## src/rtl/devtbl_pkg.sv

```systemverilog
// Shared encodings for devtbl_gen: pi1 bus ops, command codes, query selectors, pulse FSM states.
package devtbl_pkg;

    localparam logic [1:0] PINOOP = 2'b00;
    localparam logic [1:0] PIWROP = 2'b01;
    localparam logic [1:0] PIRDOP = 2'b10;
    localparam logic [1:0] PIRWOP = 2'b11;

    localparam logic [3:0] CMD_HOLD      = 4'd0;
    localparam logic [3:0] CMD_RELEASE   = 4'd1;
    localparam logic [3:0] CMD_PULSE     = 4'd2;
    localparam logic [3:0] CMD_PRELDRDIS = 4'd3;

    localparam logic [2:0] QRY_SOCVERSION = 3'd0;
    localparam logic [2:0] QRY_RAMCACHESZ = 3'd1;
    localparam logic [2:0] QRY_RSTOUT     = 3'd2;
    localparam logic [2:0] QRY_PRELDRADDR = 3'd3;
    localparam logic [2:0] QRY_NDEV       = 3'd4;
    localparam logic [2:0] QRY_NCORE      = 3'd5;
    localparam logic [2:0] QRY_STATUS     = 3'd6;

    typedef enum logic {
        ST_IDLE  = 1'b0,
        ST_PULSE = 1'b1
    } rst_state_t;

endpackage

```

## src/rtl/devtbl_rstseq.sv

```systemverilog
// Per-core reset sequencer: hold mask, timed pulse FSM/counter, pending watchdog pulse.
// Latency: rst_o is registered and changes on the edge that samples the command.
// Backpressure: a PULSE while busy, or colliding with a watchdog pulse, is refused via cmd_busy.
module devtbl_rstseq #(
    parameter int NCORE     = 2,
    parameter int RSTCYCLES = 16
) (
    input  logic             clk_i,
    input  logic             rst_i,
    input  logic             cmd_vld,
    input  logic [3:0]       cmd_dat,
    input  logic [NCORE-1:0] cmd_mask,
    output logic             cmd_busy,
    input  logic             wdt_fire,
    output logic             busy,
    output logic [NCORE-1:0] rst_o
);
    import devtbl_pkg::*;

    localparam int CW = $clog2(RSTCYCLES + 1);
    localparam logic [CW-1:0] CNT_LOAD = CW'(RSTCYCLES - 1);

    rst_state_t       state_q, state_nxt;
    logic [CW-1:0]    cnt_q, cnt_nxt;
    logic [NCORE-1:0] hold_q, hold_nxt;
    logic [NCORE-1:0] pmask_q, pmask_nxt;
    logic [NCORE-1:0] rst_nxt;
    logic             pend_q, pend_nxt;
    logic             pulse_cmd;
    logic             wdt_req;

    assign pulse_cmd = cmd_vld && (cmd_dat == CMD_PULSE);
    assign wdt_req   = wdt_fire || pend_q;
    assign busy      = (state_q == ST_PULSE);

    always_ff @(posedge clk_i or posedge rst_i) begin
        if (rst_i) begin
            state_q <= ST_IDLE;
            cnt_q   <= '0;
            hold_q  <= '0;
            pmask_q <= '0;
            pend_q  <= 1'b0;
            rst_o   <= '0;
        end else begin
            state_q <= state_nxt;
            cnt_q   <= cnt_nxt;
            hold_q  <= hold_nxt;
            pmask_q <= pmask_nxt;
            pend_q  <= pend_nxt;
            rst_o   <= rst_nxt;
        end
    end

    always_comb begin
        state_nxt = state_q;
        cnt_nxt   = cnt_q;
        hold_nxt  = hold_q;
        pmask_nxt = pmask_q;
        pend_nxt  = pend_q;
        // Watchdog pulse beats a command pulse issued in the same cycle.
        cmd_busy  = pulse_cmd && ((state_q != ST_IDLE) || wdt_req);

        if (cmd_vld && (cmd_dat == CMD_HOLD))
            hold_nxt = hold_q | cmd_mask;
        if (cmd_vld && (cmd_dat == CMD_RELEASE))
            hold_nxt = hold_q & ~cmd_mask;

        case (state_q)
            ST_IDLE: begin
                if (wdt_req) begin
                    state_nxt = ST_PULSE;
                    cnt_nxt   = CNT_LOAD;
                    pmask_nxt = '1;
                    pend_nxt  = 1'b0;
                end else if (pulse_cmd) begin
                    state_nxt = ST_PULSE;
                    cnt_nxt   = CNT_LOAD;
                    pmask_nxt = cmd_mask;
                end
            end
            ST_PULSE: begin
                if (wdt_fire)
                    pend_nxt = 1'b1;
                if (cnt_q == '0) begin
                    state_nxt = ST_IDLE;
                    pmask_nxt = '0;
                end else begin
                    cnt_nxt = cnt_q - CW'(1);
                end
            end
            default: state_nxt = ST_IDLE;
        endcase

        rst_nxt = hold_nxt | ((state_nxt == ST_PULSE) ? pmask_nxt : '0);
    end

endmodule

```

## src/rtl/devtbl_gen.sv

```systemverilog
// Device-table server and per-core reset controller on pi1; DEVTBL_WATCHDOG_EN adds a watchdog.
// Latency: every response is registered, pi1_data_o valid the cycle after the op is sampled.
// Backpressure: none, pi1_rdy_o is tied high; a refused PULSE answers 1 instead of stalling.
module devtbl_gen #(
    parameter int ARCHBITSZ = 32,
    parameter int NDEV      = 6,
    parameter logic [NDEV*8-1:0] DEVID = '0,
    parameter logic [NDEV*(ARCHBITSZ-$clog2(ARCHBITSZ/8))-1:0] DEVMAPSZ = '0,
    parameter logic [NDEV-1:0] DEVINTR = '0,
    parameter int NCORE     = 2,
    parameter int RSTCYCLES = 16,
    parameter logic [ARCHBITSZ-1:0] SOCVERSION = '0,
    parameter logic [ARCHBITSZ-1:0] RAMCACHESZ = '0,
    parameter logic [ARCHBITSZ-1:0] PRELDRADDR = '0
) (
    input  logic                                            clk_i,
    input  logic                                            rst_i,
    output logic [NCORE-1:0]                                rst_o,
    output logic                                            preldrdis_o,
    input  logic [1:0]                                      pi1_op_i,
    input  logic [ARCHBITSZ-$clog2(ARCHBITSZ/8)-1:0]        pi1_addr_i,
    input  logic [ARCHBITSZ-1:0]                            pi1_data_i,
    output logic [ARCHBITSZ-1:0]                            pi1_data_o,
    input  logic [ARCHBITSZ/8-1:0]                          pi1_sel_i,
    output logic                                            pi1_rdy_o,
    output logic [ARCHBITSZ-$clog2(ARCHBITSZ/8)-1:0]        pi1_mapsz_o
);
    import devtbl_pkg::*;

    localparam int ADDRBITSZ = ARCHBITSZ - $clog2(ARCHBITSZ / 8);
    localparam int KW        = ADDRBITSZ - 1;

    logic                 is_rw;
    logic                 cmd_vld;
    logic [3:0]           cmd_dat;
    logic                 cmd_busy;
    logic                 preldr_cmd;
    logic                 preldr_dis;
    logic                 seq_busy;
    logic                 wdt_fire;
    logic                 wdt_fired;
    logic [KW-1:0]        ent;
    logic [ARCHBITSZ-1:0] tbl_dat;
    logic [ARCHBITSZ-1:0] qry_dat;
    logic [ARCHBITSZ-1:0] rsp_nxt;
    logic                 unused_sel;

    assign pi1_rdy_o   = 1'b1;
    assign pi1_mapsz_o = ADDRBITSZ'((4096 - 512) / (ARCHBITSZ / 8) - 4);
    assign unused_sel  = ^pi1_sel_i;

    assign is_rw      = (pi1_op_i == PIRWOP);
    assign cmd_vld    = is_rw && (pi1_addr_i == ADDRBITSZ'(1));
    assign cmd_dat    = pi1_data_i[ARCHBITSZ-1 -: 4];
    assign preldr_cmd = cmd_vld && (cmd_dat == CMD_PRELDRDIS);
    assign ent        = pi1_addr_i[ADDRBITSZ-1:1];

    devtbl_rstseq #(
        .NCORE     (NCORE),
        .RSTCYCLES (RSTCYCLES)
    ) u_rstseq (
        .clk_i    (clk_i),
        .rst_i    (rst_i),
        .cmd_vld  (cmd_vld),
        .cmd_dat  (cmd_dat),
        .cmd_mask (pi1_data_i[NCORE-1:0]),
        .cmd_busy (cmd_busy),
        .wdt_fire (wdt_fire),
        .busy     (seq_busy),
        .rst_o    (rst_o)
    );

`ifdef DEVTBL_WATCHDOG_EN
    logic        wdt_wr;
    logic        wdt_arm;
    logic [31:0] wdt_cnt;

    assign wdt_wr = is_rw && (pi1_addr_i == ADDRBITSZ'(2));
    // A kick landing on the expiry cycle wins and re-arms instead of firing.
    assign wdt_fire = wdt_arm && (wdt_cnt <= 32'd1) && !wdt_wr;

    always_ff @(posedge clk_i or posedge rst_i) begin
        if (rst_i) begin
            wdt_arm   <= 1'b0;
            wdt_cnt   <= '0;
            wdt_fired <= 1'b0;
        end else if (wdt_wr) begin
            if (pi1_data_i != '0) begin
                wdt_cnt   <= pi1_data_i[31:0];
                wdt_arm   <= 1'b1;
                wdt_fired <= 1'b0;
            end else begin
                wdt_arm <= 1'b0;
            end
        end else if (wdt_fire) begin
            wdt_arm   <= 1'b0;
            wdt_cnt   <= '0;
            wdt_fired <= 1'b1;
        end else if (wdt_arm) begin
            wdt_cnt <= wdt_cnt - 32'd1;
        end
    end
`else
    assign wdt_fire  = 1'b0;
    assign wdt_fired = 1'b0;
`endif

    always_comb begin
        tbl_dat = '0;
        for (int i = 0; i < NDEV; i++) begin
            if (ent == KW'(i)) begin
                if (pi1_addr_i[0])
                    tbl_dat = {DEVMAPSZ[i*ADDRBITSZ +: ADDRBITSZ],
                               {(ARCHBITSZ-ADDRBITSZ-1){1'b0}}, DEVINTR[i]};
                else
                    tbl_dat = ARCHBITSZ'(DEVID[i*8 +: 8]);
            end
        end
    end

    always_comb begin
        qry_dat = '0;
        if (pi1_data_i[ARCHBITSZ-1:3] == '0) begin
            case (pi1_data_i[2:0])
                QRY_SOCVERSION: qry_dat = SOCVERSION;
                QRY_RAMCACHESZ: qry_dat = RAMCACHESZ;
                QRY_RSTOUT:     qry_dat = ARCHBITSZ'(rst_o);
                QRY_PRELDRADDR: qry_dat = preldr_dis ? '0 : PRELDRADDR;
                QRY_NDEV:       qry_dat = ARCHBITSZ'(NDEV);
                QRY_NCORE:      qry_dat = ARCHBITSZ'(NCORE);
                QRY_STATUS:     qry_dat = ARCHBITSZ'({wdt_fired, seq_busy});
                default:        qry_dat = '0;
            endcase
        end
    end

    always_comb begin
        rsp_nxt = pi1_data_o;
        case (pi1_op_i)
            PIRDOP: rsp_nxt = tbl_dat;
            PIRWOP: begin
                if (pi1_addr_i == ADDRBITSZ'(0))
                    rsp_nxt = qry_dat;
                else if (pi1_addr_i == ADDRBITSZ'(1))
                    rsp_nxt = ARCHBITSZ'(cmd_busy);
                else
                    rsp_nxt = '0;
            end
            PIWROP, PINOOP: rsp_nxt = pi1_data_o;
            default: rsp_nxt = pi1_data_o;
        endcase
    end

    always_ff @(posedge clk_i or posedge rst_i) begin
        if (rst_i) begin
            pi1_data_o  <= '0;
            preldrdis_o <= 1'b0;
            preldr_dis  <= 1'b0;
        end else begin
            pi1_data_o  <= rsp_nxt;
            preldrdis_o <= preldr_cmd;
            if (preldr_cmd)
                preldr_dis <= 1'b1;
        end
    end

endmodule
```

## config.mk

```make
export PLATFORM = sky130hd
export DESIGN_NAME = devtbl_gen
export DESIGN_NICKNAME = d
export VERILOG_FILES = /design/src/rtl/devtbl_pkg.sv /design/src/rtl/devtbl_rstseq.sv /design/src/rtl/devtbl_gen.sv
export SDC_FILE = /design/constraint.sdc
export NUM_CORES = 1
export LEC_CHECK = 0
export ABC_AREA = 1
export CAP_MARGIN = 30
export CORE_AREA = 2 2 78 80
export CTS_BUF_LIST = sky130_fd_sc_hd__clkbuf_16
export DETAILED_ROUTE_END_ITERATION = 16
export DIE_AREA = 0 0 80 82
export GPL_TIMING_DRIVEN = 0
export HOLD_SLACK_MARGIN = 0.08
export PLACE_DENSITY_LB_ADDON = 0.08
export SETUP_SLACK_MARGIN = 0.02
export SYNTH_ARGS = -nofsm -noshare
export SYNTH_HDL_FRONTEND = slang
export SYNTH_SLANG_ARGS = --single-unit
```

## constraint.sdc

```tcl
create_clock -name clk_i -period 1.32 [get_ports clk_i]
set_input_delay 0.264 -clock clk_i [delete_from_list [all_inputs] [get_ports clk_i]]
set_output_delay 0.264 -clock clk_i [all_outputs]
set_load 0.1 [all_outputs]
```

# Word-level counts from Yosys, hierarchy flattened
# Index checks and enable logic that the tools add are counted.
# op_classes
addsub	1
n_eq_ne	13
n_mux	21
bitwise_logic	5
n_reduce_logical	14
# ops
operator	count
one-hot mux 32 bit (2 select lines)	1
two-way mux 32 bit	1
== test 30 x 1 -> 1 bit, second input constant	1
zero test 30 bit	1
zero test 29 bit	1
two-way mux 5 bit	3
two-way mux 2 bit	6
one-hot mux 3 bit (4 select lines)	1
one-hot mux 5 bit (2 select lines)	1
== test 3 bit, second input constant	3
== test 4 x 2 -> 1 bit, second input constant	2
logical AND 1 bit	6
zero test 5 bit	1
two-way mux 1 bit	5
subtractor 5 x 1 -> 5 bit, second input constant	1
== test 2 bit, second input constant	2
== test 4 x 1 -> 1 bit, second input constant	1
zero test 4 bit	1
bitwise OR 2 bit	2
one-hot mux 2 bit (2 select lines)	1
== test 3 x 2 -> 1 bit, second input constant	1
two-way mux 3 bit	1
inequality test 3 x 1 -> 1 bit, second input constant	1
bitwise AND 2 bit	1
9 further kinds	9
# word_totals
regBits	46
input_bits	70
out_inout_bits	66

# Depth between registers and ports, before layout
# logic_depth
ltp_word	8
mapped_depth	10
depth_no_buf	10

# Modules after synthesis
# A second synthesis with hierarchy kept.
# unflattened
cells_unflattened	242
area_unflattened_um2	1670.4
# by_module_without_submodules
module	n_inst	cells_each	area_each_um2	seq_area_each_um2
devtbl_gen	1	157	944.7	100.1
devtbl_rstseq	1	85	725.7	325.3

# Worst setup path before layout
# Ideal clock, no wire load.
# synth_path
path_type	reg-to-reg
from	register u_rstseq.cnt_q[3]
to	register u_rstseq.cnt_q[4]
setup_ns	0.114
arrival_time_ns	1.211
required_ns	1.206
setup_slack_ns	-0.005
path_stages_with_launch	11
n_path_buf	0
synth_period_minus_slack_ns	1.325
path_cell_list	dfrtp_1 -> or2_1 -> inv_2 -> nand2_1 -> nor2_2 -> nor2_4 -> nand3_2 -> xor2_1 -> inv_1 -> nand2_1 -> inv_1
# synth_between
elab_chain_cells	3
# synth_rtl
item	line_no	rtl
start, declared	devtbl_rstseq.sv:24	logic [CW-1:0] cnt_q, cnt_nxt;
start signal, assigned	devtbl_rstseq.sv:46	cnt_q <= cnt_nxt;
subtractor 5 x 1 -> 5 bit / zero test 5 bit (equally long branches)	devtbl_rstseq.sv:88, devtbl_rstseq.sv:84	
two-way mux 5 bit / inequality test 2 bit (equally long branches)	--	
one-hot mux 5 bit (2 select lines) / AND reduction 2 bit (equally long branches)	--	
# Several ways; a longest one is shown, not always the timed one. The select of a mux whose other input is x is not followed.
# A chain may end at the register's enable or synchronous reset.

# Worst setup path after layout
# layout_path
from	register u_rstseq.cnt_q[2]
to	register u_rstseq.cnt_q[4]
# Same word-level chain as after synthesis.

==> impl_metrics.csv <==
group,metric,value,unit
detailed_routing,vias,1775,
layout,drive_gt1_frac,0.391,
synthesis,synth_top_area_frac,0.273,
setup_path,crit_fanout,2,
power,pwr-share-comb,0.516,
cts,cts_num_sinks,16,
synthesis,ys_async_sr_fraction,1.00,
setup_path,reg2reg_slack,-60,ps
timing,slew_violations,0,
power,leakage,0.00171,uW
power,irDropWorstVdd,508,uV
timing,period_needed,1380,ps
synthesis,avgSynthCellArea,6.98,sq um
synthesis,synth_flop_cell,"dfrtp_1",
timing,fin_skew,3.80,ps
run_status,status,"finished with violations",
power,p_switching,1070,uW
worst_hold_path,hold_path.class,"input port to async pin",
grt,grtUsageTotal,0.127,
setup_path,crit_family,"buffers and inverters",
setup_path,path_buf_inv,6,
synthesis,synth_cell_types,27,
cts,cts-hold-fix-buffers,0,
timing,setup_viol,2,
cts,cts_tree,"built",
timing,slew_headroom,0.588,
cts,clockRootBuffer,"clkbuf_16",
timing,fin_ws,-60.2,ps
layout,diodes,0,
cts,cts_buffers,3,
layout,seq_area,402,sq um
timing,rsz0062_at_grt,"true",
layout,multiInputGateArea,1050,sq um
detailed_routing,drtPass1Iterations,4,
floorplan,die-area,6560,sq um
power,p_per_area,730,nW/um^2
floorplan,die_width,80,microns
run_status,violations,"setup timing",
timing,period_share,1.05,
floorplan,die_y,82,microns
floorplan,io_pins,136,
cts,cts.path.max_buffers,2,
setup_path,cpMostUsedCell,"buf_4",
synthesis,seq_area_frac_synth,0.243,
cts,cts_htree_levels,1,
floorplan,initial_core_util,0.287,
floorplan,rows,28,
placement,portBuffers,71,
power,seqPwrFrac,0.219,
setup_path,timing.rr.end,"u_rstseq.cnt_q[4]$_DFFE_PP0P_",
layout,post-route-util,0.535,
power,p_int,1180,uW
detailed_routing,drc,0,
layout,fillerInstances,561,
detailed_routing,routed_wl,4.42,mm
cts,clock_latency,250,ps
synthesis,ys_seq_elements,16,
synthesis,yosys-top-cells-area,"buf_4, dfrtp_1, nand2_1",
grt,antenna_found_initial,0,
grt,grt_pass1_wl,6.72,mm
detailed_routing,detail-route-antenna-nets,0,
power,power,2240,uW
setup_path,end_kind,"flop",
synthesis,yosys.area.top_type,"buf_4",
grt,overflow,0,
timing,hold_violations,0,
setup_path,critPathLaunchType,"flop",
synthesis,syn_area,1650,sq um
cts,clk_pin_slew,50,ps
setup_path,critPathKind,"flop to flop",
detailed_routing,vias_per_cell,3.83,
grt,grt_pass1_vias,1546,
power,p_sw_frac,0.475,
grt,grt_max_degree,17,
synthesis,synth_edf_count,0,
timing,tightest_slew,618,ps
setup_path,critPathSlowestCell,"dfrtp_1",
synthesis,yosys.cell_count.top_type,"buf_4",
placement,gp_congestion,0.738,
setup_path,r2r_start,"u_rstseq.cnt_q[2]$_DFFE_PP0P_",
setup_path,cp_data_required_time,1460,ps
placement,dp_hpwl,3.49,mm
synthesis,synthCells,236,
setup_path,max_stage_delay,370,ps
detailed_routing,wire_per_inst,9.53,microns
detailed_routing,drtIter0Drc,57,
setup_path,reg2reg_depth,10,
setup_path,path_cells,"or2_1 -> inv_2 -> buf_4 -> buf_4 -> buf_4 -> nand3_2 -> xor2_1 -> inv_1 -> nand2_1 -> inv_1",
synthesis,synthTopCellsByCount,"buf_4, nand2_1, inv_1",
timing,clock.fmax,0.725,GHz
job,maxCapViolations,0,
layout,area_growth,86.5,%
power,p_clk_frac,0.265,
synthesis,yosysWarningCount,0,
floorplan,core_area,5750,sq um
layout,fin_nets,462,
setup_path,arrival,1520,ps
==> power by group through the flow <==
stage | clock network (uW) | logic, uW | registers, uW
floorplan | 0 | 940 | 499
global placement | 0 | 1150 | 499
detailed placement | 0 | 1150 | 499
CTS | 612 | 1140 | 491
global route | 641 | 1210 | 491
finish | 594 | 1160 | 491
==> sequential cells by signal, summed over array words and instances (netlist names) <==
signal            count
preldrdis_o           1
u_rstseq.rst_o        2
pi1_data_o            3
u_rstseq.pmask_q      2
u_rstseq.hold_q       2
u_rstseq.busy         1
u_rstseq.cnt_q        5
==> cell usage in the layout (no fill, tap or decap), drive strengths merged <==
| cell | n |
|---|---|
| buf | 82 |
| conb | 60 |
| inv | 37 |
| nand2 | 37 |
| nor2 | 32 |
| clkdlybuf4s15 | 19 |
| dlymetal6s2s | 17 |
| dlygate4sd2 | 16 |
| dfrtp | 16 |
| nand3 | 16 |
| clkbuf | 11 |
| clkdlybuf4s50 | 9 |
| nand4 | 9 |
| nor4 | 5 |
| nor3 | 5 |
| o21ai | 5 |
| or2 | 2 |
| a21boi | 2 |
| xor2 | 2 |
| clkinv | 2 |
| ha | 2 |
| a31oi | 1 |
| a21oi | 1 |
| o211ai | 1 |
==> worst max path at each step <==
stage,endpoint,slack (ps),start,cells past startpoint
after global placement,u_rstseq.rst_o[1]$_DFF_PP0_,-500,pi1_addr_i[0],10
after floorplan,u_rstseq.cnt_q[4]$_DFFE_PP0P_,-5,u_rstseq.cnt_q[3]$_DFFE_PP0P_,10
after global routing,u_rstseq.cnt_q[4]$_DFFE_PP0P_,-160,u_rstseq.cnt_q[2]$_DFFE_PP0P_,10
after detailed placement,u_rstseq.rst_o[0]$_DFF_PP0_,-500,pi1_addr_i[19],9
after CTS,u_rstseq.cnt_q[4]$_DFFE_PP0P_,-40,u_rstseq.cnt_q[2]$_DFFE_PP0P_,10
final,u_rstseq.cnt_q[4]$_DFFE_PP0P_,-60,u_rstseq.cnt_q[2]$_DFFE_PP0P_,10
==> routing by layer <==
layer | routed length (microns) | track usage | share of wire | up-vias
met3 | 475 | 0.0352 | 0.11 | 9
met2 | 2360 | 0.251 | 0.53 | 75
met5 | 0 | 0 | 0 | -
met1 | 1510 | 0.131 | 0.34 | 767
met4 | 83 | 0.0356 | 0.019 | 0
li1 | - | - | - | 924
==> timing repair <==
item                                    in CTS  in global routing
pin swaps                                   50                 16
endpoints found under the setup margin      21                 18
resized for setup                          116                 52
buffers inserted                            19                  1
cloned                                       0                  0
==> area by class of cell <==
type | count | area share
sequential | 16 | 0.131
clock buffer | 3 | 0.0244
buffer | 60 | 0.147
clock inverter | 1 | 0.00122
timing repair buffer | 91 | 0.276
inverter | 38 | 0.0468
multi-input combinational | 180 | 0.343
tap | 75 | 0.0305
==> cells by family after synthesis <==
kind of cell             synth area share
XOR/XNOR                           0.0106
other                             0.00456
buffers and inverters               0.360
flip-flops                          0.243
AO/OA/AOI/OAI                      0.0357
AND/OR/NAND/NOR                     0.331
adder cells (fa/ha/maj)            0.0152
==> through the flow <==
stage	std cells	hold slack, ps	setup TNS [ps]	instance area (sq um)	setup slack, ps
after floorplan	294	178	-5.47	1870	-5.47
after global placement	440	458	-8190	2670	-502
after detailed placement	440	466	-8420	2670	-496
after CTS	463	417	-67.4	2950	-38.6
after global routing	464	439	-793	3070	-157
final	464	390	-105	3070	-60.2
No activity file was read; power rests on OpenSTA's default activity.
